## config.mk

```make
export PLATFORM = sky130hd
export DESIGN_NAME = fetch_unit_flat
export DESIGN_NICKNAME = d
export VERILOG_FILES = /design/src/rtl/fetch_unit_if.sv /design/src/rtl/fetch_unit.sv /design/src/flat_wrapper.sv
export SDC_FILE = /design/constraint.sdc
export NUM_CORES = 1
export LEC_CHECK = 0
export CORE_ASPECT_RATIO = 0.9
export CORE_UTILIZATION = 41
export DETAILED_ROUTE_END_ITERATION = 6
export PLACE_DENSITY = 0.79
export SYNTH_ARGS = -nofsm -noshare
export SYNTH_HDL_FRONTEND = slang
export SYNTH_SLANG_ARGS = --single-unit
```

## constraint.sdc

```tcl
create_clock -name clk -period 1.8 [get_ports clk]
set_input_delay 0.54 -clock clk [delete_from_list [all_inputs] [get_ports clk]]
set_output_delay 0.54 -clock clk [all_outputs]
set_load 0.02 [all_outputs]
```

## src/rtl/fetch_unit_if.sv

```systemverilog
// Bus between the fetch stage and its neighbours: stall feedback in, program
// memory port and the fetched instruction register out.
interface fetch_unit_if #(
  parameter int PC_W = 8
);
  logic            stall;
  logic            stall_pm;
  logic [23:0]     pm_data;
  logic [PC_W-1:0] pm_addr;
  logic [PC_W-1:0] pc;
  logic [23:0]     ins;
  logic            ins_valid;
  logic            halted;

  modport master (
    input  stall, stall_pm, pm_data,
    output pm_addr, pc, ins, ins_valid, halted
  );

  modport slave (
    output stall, stall_pm, pm_data,
    input  pm_addr, pc, ins, ins_valid, halted
  );
endinterface

```

## src/rtl/fetch_unit.sv

```systemverilog
// Instruction fetch stage: PC, instruction register, JUMP redirect and HLT halt.
// Define FETCH_PERF_EN to add the saturating stall_cnt output.
module fetch_unit #(
  parameter int          PC_W     = 8,
  parameter logic [23:0] NOP_WORD = 24'h000000
) (
  input  logic        clk,
  input  logic        reset,
  fetch_unit_if.master bus
`ifdef FETCH_PERF_EN
  ,
  output logic [15:0] stall_cnt
`endif
);

  typedef enum logic {RUN, HALT} state_t;

  localparam logic [4:0] OP_HLT = 5'b10001;

  state_t          state_reg, state_next;
  logic [PC_W-1:0] pc_reg, pc_next;
  logic [23:0]     ins_reg, ins_next;
  logic            ins_valid_reg, ins_valid_next;
  logic            halted_reg, halted_next;
  logic            jt_reg, jt_next;

  logic            is_hlt;
  logic            is_jump;
  logic [PC_W-1:0] jump_target;

  assign is_hlt      = (ins_reg[23:19] == OP_HLT);
  assign is_jump     = (ins_reg[23:21] == 3'b111);
  assign jump_target = ins_reg[PC_W-1:0];

  always_comb begin
    state_next     = state_reg;
    pc_next        = pc_reg;
    ins_next       = ins_reg;
    ins_valid_next = ins_valid_reg;
    halted_next    = halted_reg;
    jt_next        = jt_reg;
    case (state_reg)
      RUN: begin
        if (is_hlt) begin
          state_next  = HALT;
          halted_next = 1'b1;
        end else if (is_jump && !jt_reg) begin
          // The redirect wins over any stall so a jump is never lost.
          pc_next        = jump_target;
          ins_next       = NOP_WORD;
          ins_valid_next = 1'b0;
          jt_next        = 1'b1;
        end else if (bus.stall_pm) begin
          ins_next       = NOP_WORD;
          ins_valid_next = 1'b0;
        end else if (!bus.stall) begin
          ins_next       = bus.pm_data;
          ins_valid_next = 1'b1;
          pc_next        = pc_reg + {{(PC_W-1){1'b0}}, 1'b1};
          jt_next        = 1'b0;
        end
      end
      HALT: begin
        state_next = HALT;
      end
    endcase
  end

  always_ff @(posedge clk or negedge reset) begin
    if (!reset) begin
      state_reg     <= RUN;
      pc_reg        <= '0;
      ins_reg       <= NOP_WORD;
      ins_valid_reg <= 1'b0;
      halted_reg    <= 1'b0;
      jt_reg        <= 1'b0;
    end else begin
      state_reg     <= state_next;
      pc_reg        <= pc_next;
      ins_reg       <= ins_next;
      ins_valid_reg <= ins_valid_next;
      halted_reg    <= halted_next;
      jt_reg        <= jt_next;
    end
  end

`ifdef FETCH_PERF_EN
  logic        count_stall;
  logic [15:0] stall_cnt_reg, stall_cnt_next;

  // Counts only the bubble and hold cycles, never halt or jump cycles.
  assign count_stall = (state_reg == RUN) && !is_hlt && !(is_jump && !jt_reg) &&
                       (bus.stall_pm || bus.stall);

  always_comb begin
    stall_cnt_next = stall_cnt_reg;
    if (count_stall && (stall_cnt_reg != 16'hFFFF))
      stall_cnt_next = stall_cnt_reg + 16'd1;
  end

  always_ff @(posedge clk or negedge reset) begin
    if (!reset) stall_cnt_reg <= '0;
    else        stall_cnt_reg <= stall_cnt_next;
  end

  assign stall_cnt = stall_cnt_reg;
`endif

  assign bus.pm_addr   = pc_reg;
  assign bus.pc        = pc_reg;
  assign bus.ins       = ins_reg;
  assign bus.ins_valid = ins_valid_reg;
  assign bus.halted    = halted_reg;

endmodule

```

## src/flat_wrapper.sv

```systemverilog
// flat-port wrapper written by rule: the top's interface ports become plain ports
module fetch_unit_flat 
#(
  parameter int          PC_W     = 8,
  parameter logic [23:0] NOP_WORD = 24'h000000
)
  (clk, reset, bus_stall, bus_stall_pm, bus_pm_data, bus_pm_addr, bus_pc, bus_ins, bus_ins_valid, bus_halted);
  fetch_unit_if #(.PC_W(PC_W)) bus_i ();
  input  logic clk;
  input  logic reset;
  input wire logic [$bits(bus_i.stall)-1:0] bus_stall;
  input wire logic [$bits(bus_i.stall_pm)-1:0] bus_stall_pm;
  input wire logic [$bits(bus_i.pm_data)-1:0] bus_pm_data;
  output wire logic [$bits(bus_i.pm_addr)-1:0] bus_pm_addr;
  output wire logic [$bits(bus_i.pc)-1:0] bus_pc;
  output wire logic [$bits(bus_i.ins)-1:0] bus_ins;
  output wire logic [$bits(bus_i.ins_valid)-1:0] bus_ins_valid;
  output wire logic [$bits(bus_i.halted)-1:0] bus_halted;
  assign bus_i.stall = bus_stall;
  assign bus_i.stall_pm = bus_stall_pm;
  assign bus_i.pm_data = bus_pm_data;
  assign bus_pm_addr = bus_i.pm_addr;
  assign bus_pc = bus_i.pc;
  assign bus_ins = bus_i.ins;
  assign bus_ins_valid = bus_i.ins_valid;
  assign bus_halted = bus_i.halted;
  fetch_unit #(.PC_W(PC_W), .NOP_WORD(NOP_WORD)) u_core (.clk(clk), .reset(reset), .bus(bus_i));
endmodule
```

==> flow_summary.json <==
{
  "ios": 70,
  "comb_power_share": 0.470,
  "grt_antenna_before_repair": 0,
  "ff2ff_path_depth": 6,
  "max_slew_margin": 0.670,
  "drive_above_1_share": 0.117,
  "drv_cap": 0,
  "setup_viol": 0,
  "swShare": 0.408,
  "slew_viol_final": 0,
  "critical_path_class": "in -> reg",
  "grt_pass1_vias": 1364,
  "core_area_sq_um": 3700,
  "fmax_mhz": 592,
  "dieArea_sq_um": 4140,
  "worstPathArrival_ns": 1.89,
  "die_x_um": 67.7,
  "synthToLayoutAreaGrowth_pct": 53.4,
  "power.total_w": 0.00361,
  "ys_seq_area_frac": 0.566,
  "numCtsBuffers": 5,
  "layout_worst_path_cycle_share": 0.939,
  "cts_tree": "yes",
  "ys_ff_latch": 36,
  "avgSynthCellArea_sq_um": 12.0,
  "start_kind": "input port",
  "clkPwrFrac": 0.160,
  "clock_skew_ns": 0.00795,
  "synth_nets": 162,
  "cts.path.max_buffers": 2,
  "first_pass_iters": 4,
  "critPathMaxStageDelay_ns": 0.50,
  "switchingPower_w": 0.00147,
  "ir_drop_v": 0.000877,
  "initialDrtViolationCount": 81,
  "hold_buffers": 0,
  "critical_path.slowest_cell": "clkdlybuf4s50_1",
  "drc": 0,
  "h-tree-depth": 2,
  "period_needed_ns": 1.69,
  "place.detailed.hpwl_um": 2850,
  "portBuffers": 69,
  "synthesis.area_sq_um": 1590,
  "gp_congestion": 0.824,
  "drt-total-wl_um": 4170,
  "required_ns": 2.00,
  "synth_cells": 133,
  "avgViaCountPerCell": 5.55,
  "diodes": 0,
  "grtUsageTotal": 0.218,
  "cts_setup_buffers": 0,
  "root_buffer": "clkbuf_8",
  "worst_pin_slew_ns": 0.495,
  "p_seq_frac": 0.370,
  "status": "finished, final reports clean",
  "clock_sinks": 36,
  "internal-power_w": 0.00214,
  "clkSlewWorstSetupHoldPaths_ns": 0.07,
  "hold_path.class": "in -> async",
  "die_h_um": 61.1,
  "ant_nets": 0,
  "grt_start_max_net_pins": 23,
  "fin_nets": 234,
  "crit_path_end_kind": "flip-flop",
  "power.density_nw_per_um2": 1480,
  "overflow": 0,
  "routedWlPerCell_um": 16.5,
  "grt_pass1_wl_um": 6420,
  "cp_cell_sequence": "clkdlybuf4s50_1 > and4bb_1 > nand4_1 > a21oi_1 > a2bb2oi_1",
  "crit_fanout": 6,
  "largest_register_ffs": 24,
  "insertion_delay_ns": 0.29,
  "synthDistinctLibCells": 31,
  "dr_total_vias": 1399,
  "yosys_warnings": 0,
  "leakage_nw": 1.32,
  "initial_core_util": 0.430,
  "rsz0062_at_grt": "no",
  "finalHoldViolations": 0,
  "whs_ns": 0.207,
  "rows": 21
}
## per-stage QoR
step / instance area, sq um / cells / util / worst slack (ns) / TNS [ns]
5_1_grt: 2440 / 252 / 0.659 / 0.0514 / 0
3_3_place_gp: 2340 / 244 / 0.631 / -0.0964 / -1.55
6_report: 2440 / 252 / 0.659 / 0.110 / 0
3_5_place_dp: 2340 / 244 / 0.631 / -0.150 / -2.45
2_1_floorplan: 1590 / 133 / - / 0.215 / 0
4_1_cts: 2390 / 252 / 0.645 / 0.0000899 / 0
## final timing paths
path	end	from	slack, ns
setup / recovery	u_core.bus.pc[7]	bus_stall_pm	0.11
hold / removal	u_core.bus.ins[3]	reset	0.21
setup reg to reg	u_core.bus.ins[20]	u_core.bus.ins[22]	0.16
hold reg to reg	u_core.bus.halted	u_core.bus.halted	0.47
max in group asynchronous	u_core.bus.ins[19]	reset	1.00
min in group clk	u_core.bus.halted	u_core.bus.halted	0.47
## placed cells by master, fill, tap and decap left out, types with 5 or more instances in the layout
cell type and instances:
clkdlybuf4s50_1 26, a22o_1 25, dlygate4sd2_1 30, a21oi_1 9
clkbuf_8 6, nand2_1 9, o22ai_1 5, dlymetal6s2s_1 12
dfrtp_1 36, buf_4 9
## power groups by stage
stage                     clock network, W  logic, W  registers, W
after floorplan                          0  0.000725       0.00161
after global placement                   0   0.00183       0.00133
after detailed placement                 0   0.00186       0.00134
after CTS                         0.000595   0.00170       0.00132
after global routing              0.000645   0.00182       0.00138
final                             0.000578   0.00170       0.00134
## per-layer routing
| metal | track usage | wire length [um] |
|---|---|---|
| met5 | 0 | 0 |
| met4 | 0.0821 | 20 |
| met3 | 0.0796 | 311 |
| met2 | 0.325 | 2000 |
| met1 | 0.291 | 1840 |
## final cells by class
cell class                      instances  area (sq um)
Timing Repair Buffer                   80           786
Tap cell                               46          57.6
Clock buffer                            8          90.1
Multi-Input combinational cell         81           601
Inverter                                1          6.26
Fill cell                             280          1260
Sequential cell                        36           901
## what timing repair did
item                       4_1_cts  5_1_grt
hold endpoints to repair         0        0
resized for setup               30       15
setup endpoints to repair       31       40
## kinds of logic after synthesis
family                   share of synthesized area
AO/OA/AOI/OAI                                0.255
flip-flops                                   0.566
AND/OR/NAND/NOR                              0.101
buffers and inverters                       0.0700
adder cells (fa/ha/maj)                    0.00786
## Yosys cell counts
cell type,number,area [sq um]
a21o_1,1,7.51
a21oi_1,9,45.0
a21oi_2,1,8.76
a22o_1,25,219
a2bb2oi_1,4,35.0
a32oi_1,1,8.76
and3_1,1,6.26
and4_1,1,8.76
and4b_1,1,10.0
and4bb_1,1,12.5
buf_2,3,15.0
buf_4,8,60.1
buf_6,2,22.5
clkbuf_1,2,7.51
dfrtp_1,36,901
ha_1,1,12.5
inv_4,1,6.26
nand2_1,9,33.8
nand3_1,2,10.0
nand3b_1,1,7.51
nand4_1,2,12.5
nand4b_2,1,15.0
nor2_1,3,11.3
nor2_4,1,11.3
nor3b_1,1,7.51
nor4b_2,1,15.0
o21ai_0,3,15.0
o21ai_1,4,20.0
o21bai_1,1,7.51
o22ai_1,5,31.3
o31ai_1,1,7.51
## critical path, delay by kind of cell
kind	cells	cell delay, ns
buf+inv	1	0.50
compound gates	2	0.35
simple gates	2	0.51
(Power assumes the default switching activity.)
==> patch, RTL diff (same flow settings) <==
`PC_W` is set to 8 in 3 places; all go to 9.
--- a/src/rtl/fetch_unit_if.sv
+++ b/src/rtl/fetch_unit_if.sv
@@ -3,3 +3,3 @@
 interface fetch_unit_if #(
-  parameter int PC_W = 8
+  parameter int PC_W = 9
 );
--- a/src/rtl/fetch_unit.sv
+++ b/src/rtl/fetch_unit.sv
@@ -3,3 +3,3 @@
 module fetch_unit #(
-  parameter int          PC_W     = 8,
+  parameter int          PC_W     = 9,
   parameter logic [23:0] NOP_WORD = 24'h000000
--- a/src/flat_wrapper.sv
+++ b/src/flat_wrapper.sv
@@ -3,3 +3,3 @@
 #(
-  parameter int          PC_W     = 8,
+  parameter int          PC_W     = 9,
   parameter logic [23:0] NOP_WORD = 24'h000000
Ports: changed (resized bus_pc and bus_pm_addr); port bits go from 70 to 72. The function was not compared with the original's and may differ.
==> patch against the original RTL <==
Maximum frequency fell by 2.3%; global-route usage fell by 1.8 points; synthesized area rose by 5.0%; sequential power rose by 3%; final area rose by 2.8%; setup slack got worse by 0.039 ns; sequential cell count rose by 1; routed wire length rose by 1.0%; power rose by 5.4%; critical endpoint is now u_core.bus.pc[4]; largest cell class unchanged; largest power group unchanged.
==> patch: results (changes against the original RTL) <==
clk_lat worst skew 0.29 ns (about the same); # Post-CTS Setup Buffers 0 (unchanged); clock skew 0.005002 ns (-0.002953 ns); CP Capture Point u_core.bus.pc[4]; placer congestion estimate 0.7942 (-3.6%); synth unique cells 34 (+9.7%); Synth top cells by count 37 x dfrtp_1, 25 x a22o_1, 11 x buf_4, 8 x nand2_1; register area share after synthesis 55.43% (-1.2 points); reg-to-reg slack, setup 0.23 ns (+0.07 ns); final period utilization 96.07% (+2.2 points); maximum VDD drop 0.0008369 V (-4.5%); Crit Path Max Fanout 5 (-1); Reg-to-Reg End u_core.bus.ins[6]; relative slew slack 70.02% (+3.0 points); Root Buffer clkbuf_8; crit-path leading delay family compound AO/OA/AOI/OAI gates; Slew Limit Fails 0 (unchanged); status finished, final reports clean; Worst-path clk slew 0.07 ns (about the same); Mapped Cells 143 (+7.5%); Syn. warnings 0 (unchanged); DP HPWL 3001 um (+5.4%); Layout Nets 244 (+4.3%); Async SR Flop Fraction 100.0% (unchanged); CTS HTree Levels 2 (unchanged); Initial DRC Count 127 (+57%); met3 Use GR 6.129% (-1.8 points); syn_nets 172 (+6.2%); Avg WL per Cell 16.08 um (-2.8%); Power Internal 0.002289 W (+7.0%); layout cells sized above 1 11.57% (-0.076 points); # placed instances 254 (+4.1%); data arrival time of the worst path 1.91 ns (+0.02 ns); Synth area leaders dfrtp_1 55%, a22o_1 13%, buf_4 4.9%; vias in the first global route 1,432 (+5.0%); post-place instance area 2421 um^2 (+3.6%); CP Launch Point bus_stall_pm; global-route wire length before repair 6858 um (+6.8%); PortBufs 71 (+2.9%); Pre-Repair DR Iteration Count 4 (unchanged); post-place setup slack -0.3291 ns (-0.1787 ns); Remaining DRCs 0 (unchanged); clock buffer depth 2 (unchanged); final wirelength 4212 um (+1.0%); Reg2Reg Depth 5 (-1); via density per instance 5.523 (-0.52%); P_leak 1.259 nW (-4.8%); GR Util met2 31.55% (-0.98 points); met1 Resource Use GR 26.29% (-2.8 points); Critical R2R Launch u_core.bus.ins[22]; GRT Total Usage 20.05% (-1.8 points); CP max stage delay 0.42 ns (-0.08 ns); pin count of the biggest net entering global routing 38 (+65%)
==> patch: metrics by stage <==
stage	setup TNS, ns	total power [W]	hold WS, ns
after floorplan	0	0.002456	0.2444
final	0	0.003805	0.2768
after CTS	0	0.003828	0.2822
after global placement	-6.100	0.003251	0.4590
after detailed placement	-7.644	0.003310	0.4652
after global routing	0	0.004023	0.3113
==> patch: layout make-up <==
type	instances	area [um^2]
repair buffers	83	768.2
clock inverters	1	30.03
fillers	302	1301
well taps	46	57.56
clock buffers	7	86.33
flip-flops and latches	37	925.9
inverters	1	3.754
multi-input cells	87	636.9
==> patch: power by group through the flow <==
stage	Sequential [W]	Combinational (W)	Clock [W]
3_3_place_gp	0.00138	0.00187	0
3_5_place_dp	0.00140	0.00191	0
4_1_cts	0.00138	0.00169	0.000761
6_report	0.00138	0.00169	0.000735
5_1_grt	0.00142	0.00181	0.000787
2_1_floorplan	0.00166	0.000792	0
==> patch: timing repair <==
action                                  4_1_cts  5_1_grt
hold buffers                                  0        0
endpoints found under the setup margin       45       31
gates resized for setup                      42        6
==> patch: worst reg2reg max path, cell delays in order (launching register included) <==
cell and delay (ns):
dfrtp_1 0.43, nor4b_2 0.32, a21o_1 0.23, nor3_2 0.09
buf_12 0.15, a22o_1 0.23
==> patch: metal layers <==
metal	vias to the layer above	part of all wire [%]
met5	-	0
met4	0	1.1
met3	6	6.2
met2	71	48
met1	690	45
li1	680	-
==> patch: kinds of logic (layout without fill, tap and decap cells) <==
group           count (synthesis)  count (layout)  share of synthesized area, %
buf+inv                        19              92                         7.116
fa+ha+maj                       1               1                        0.7489
flops                          37              37                         55.43
simple gates                   30              30                         10.26
compound gates                 56              56                         26.44
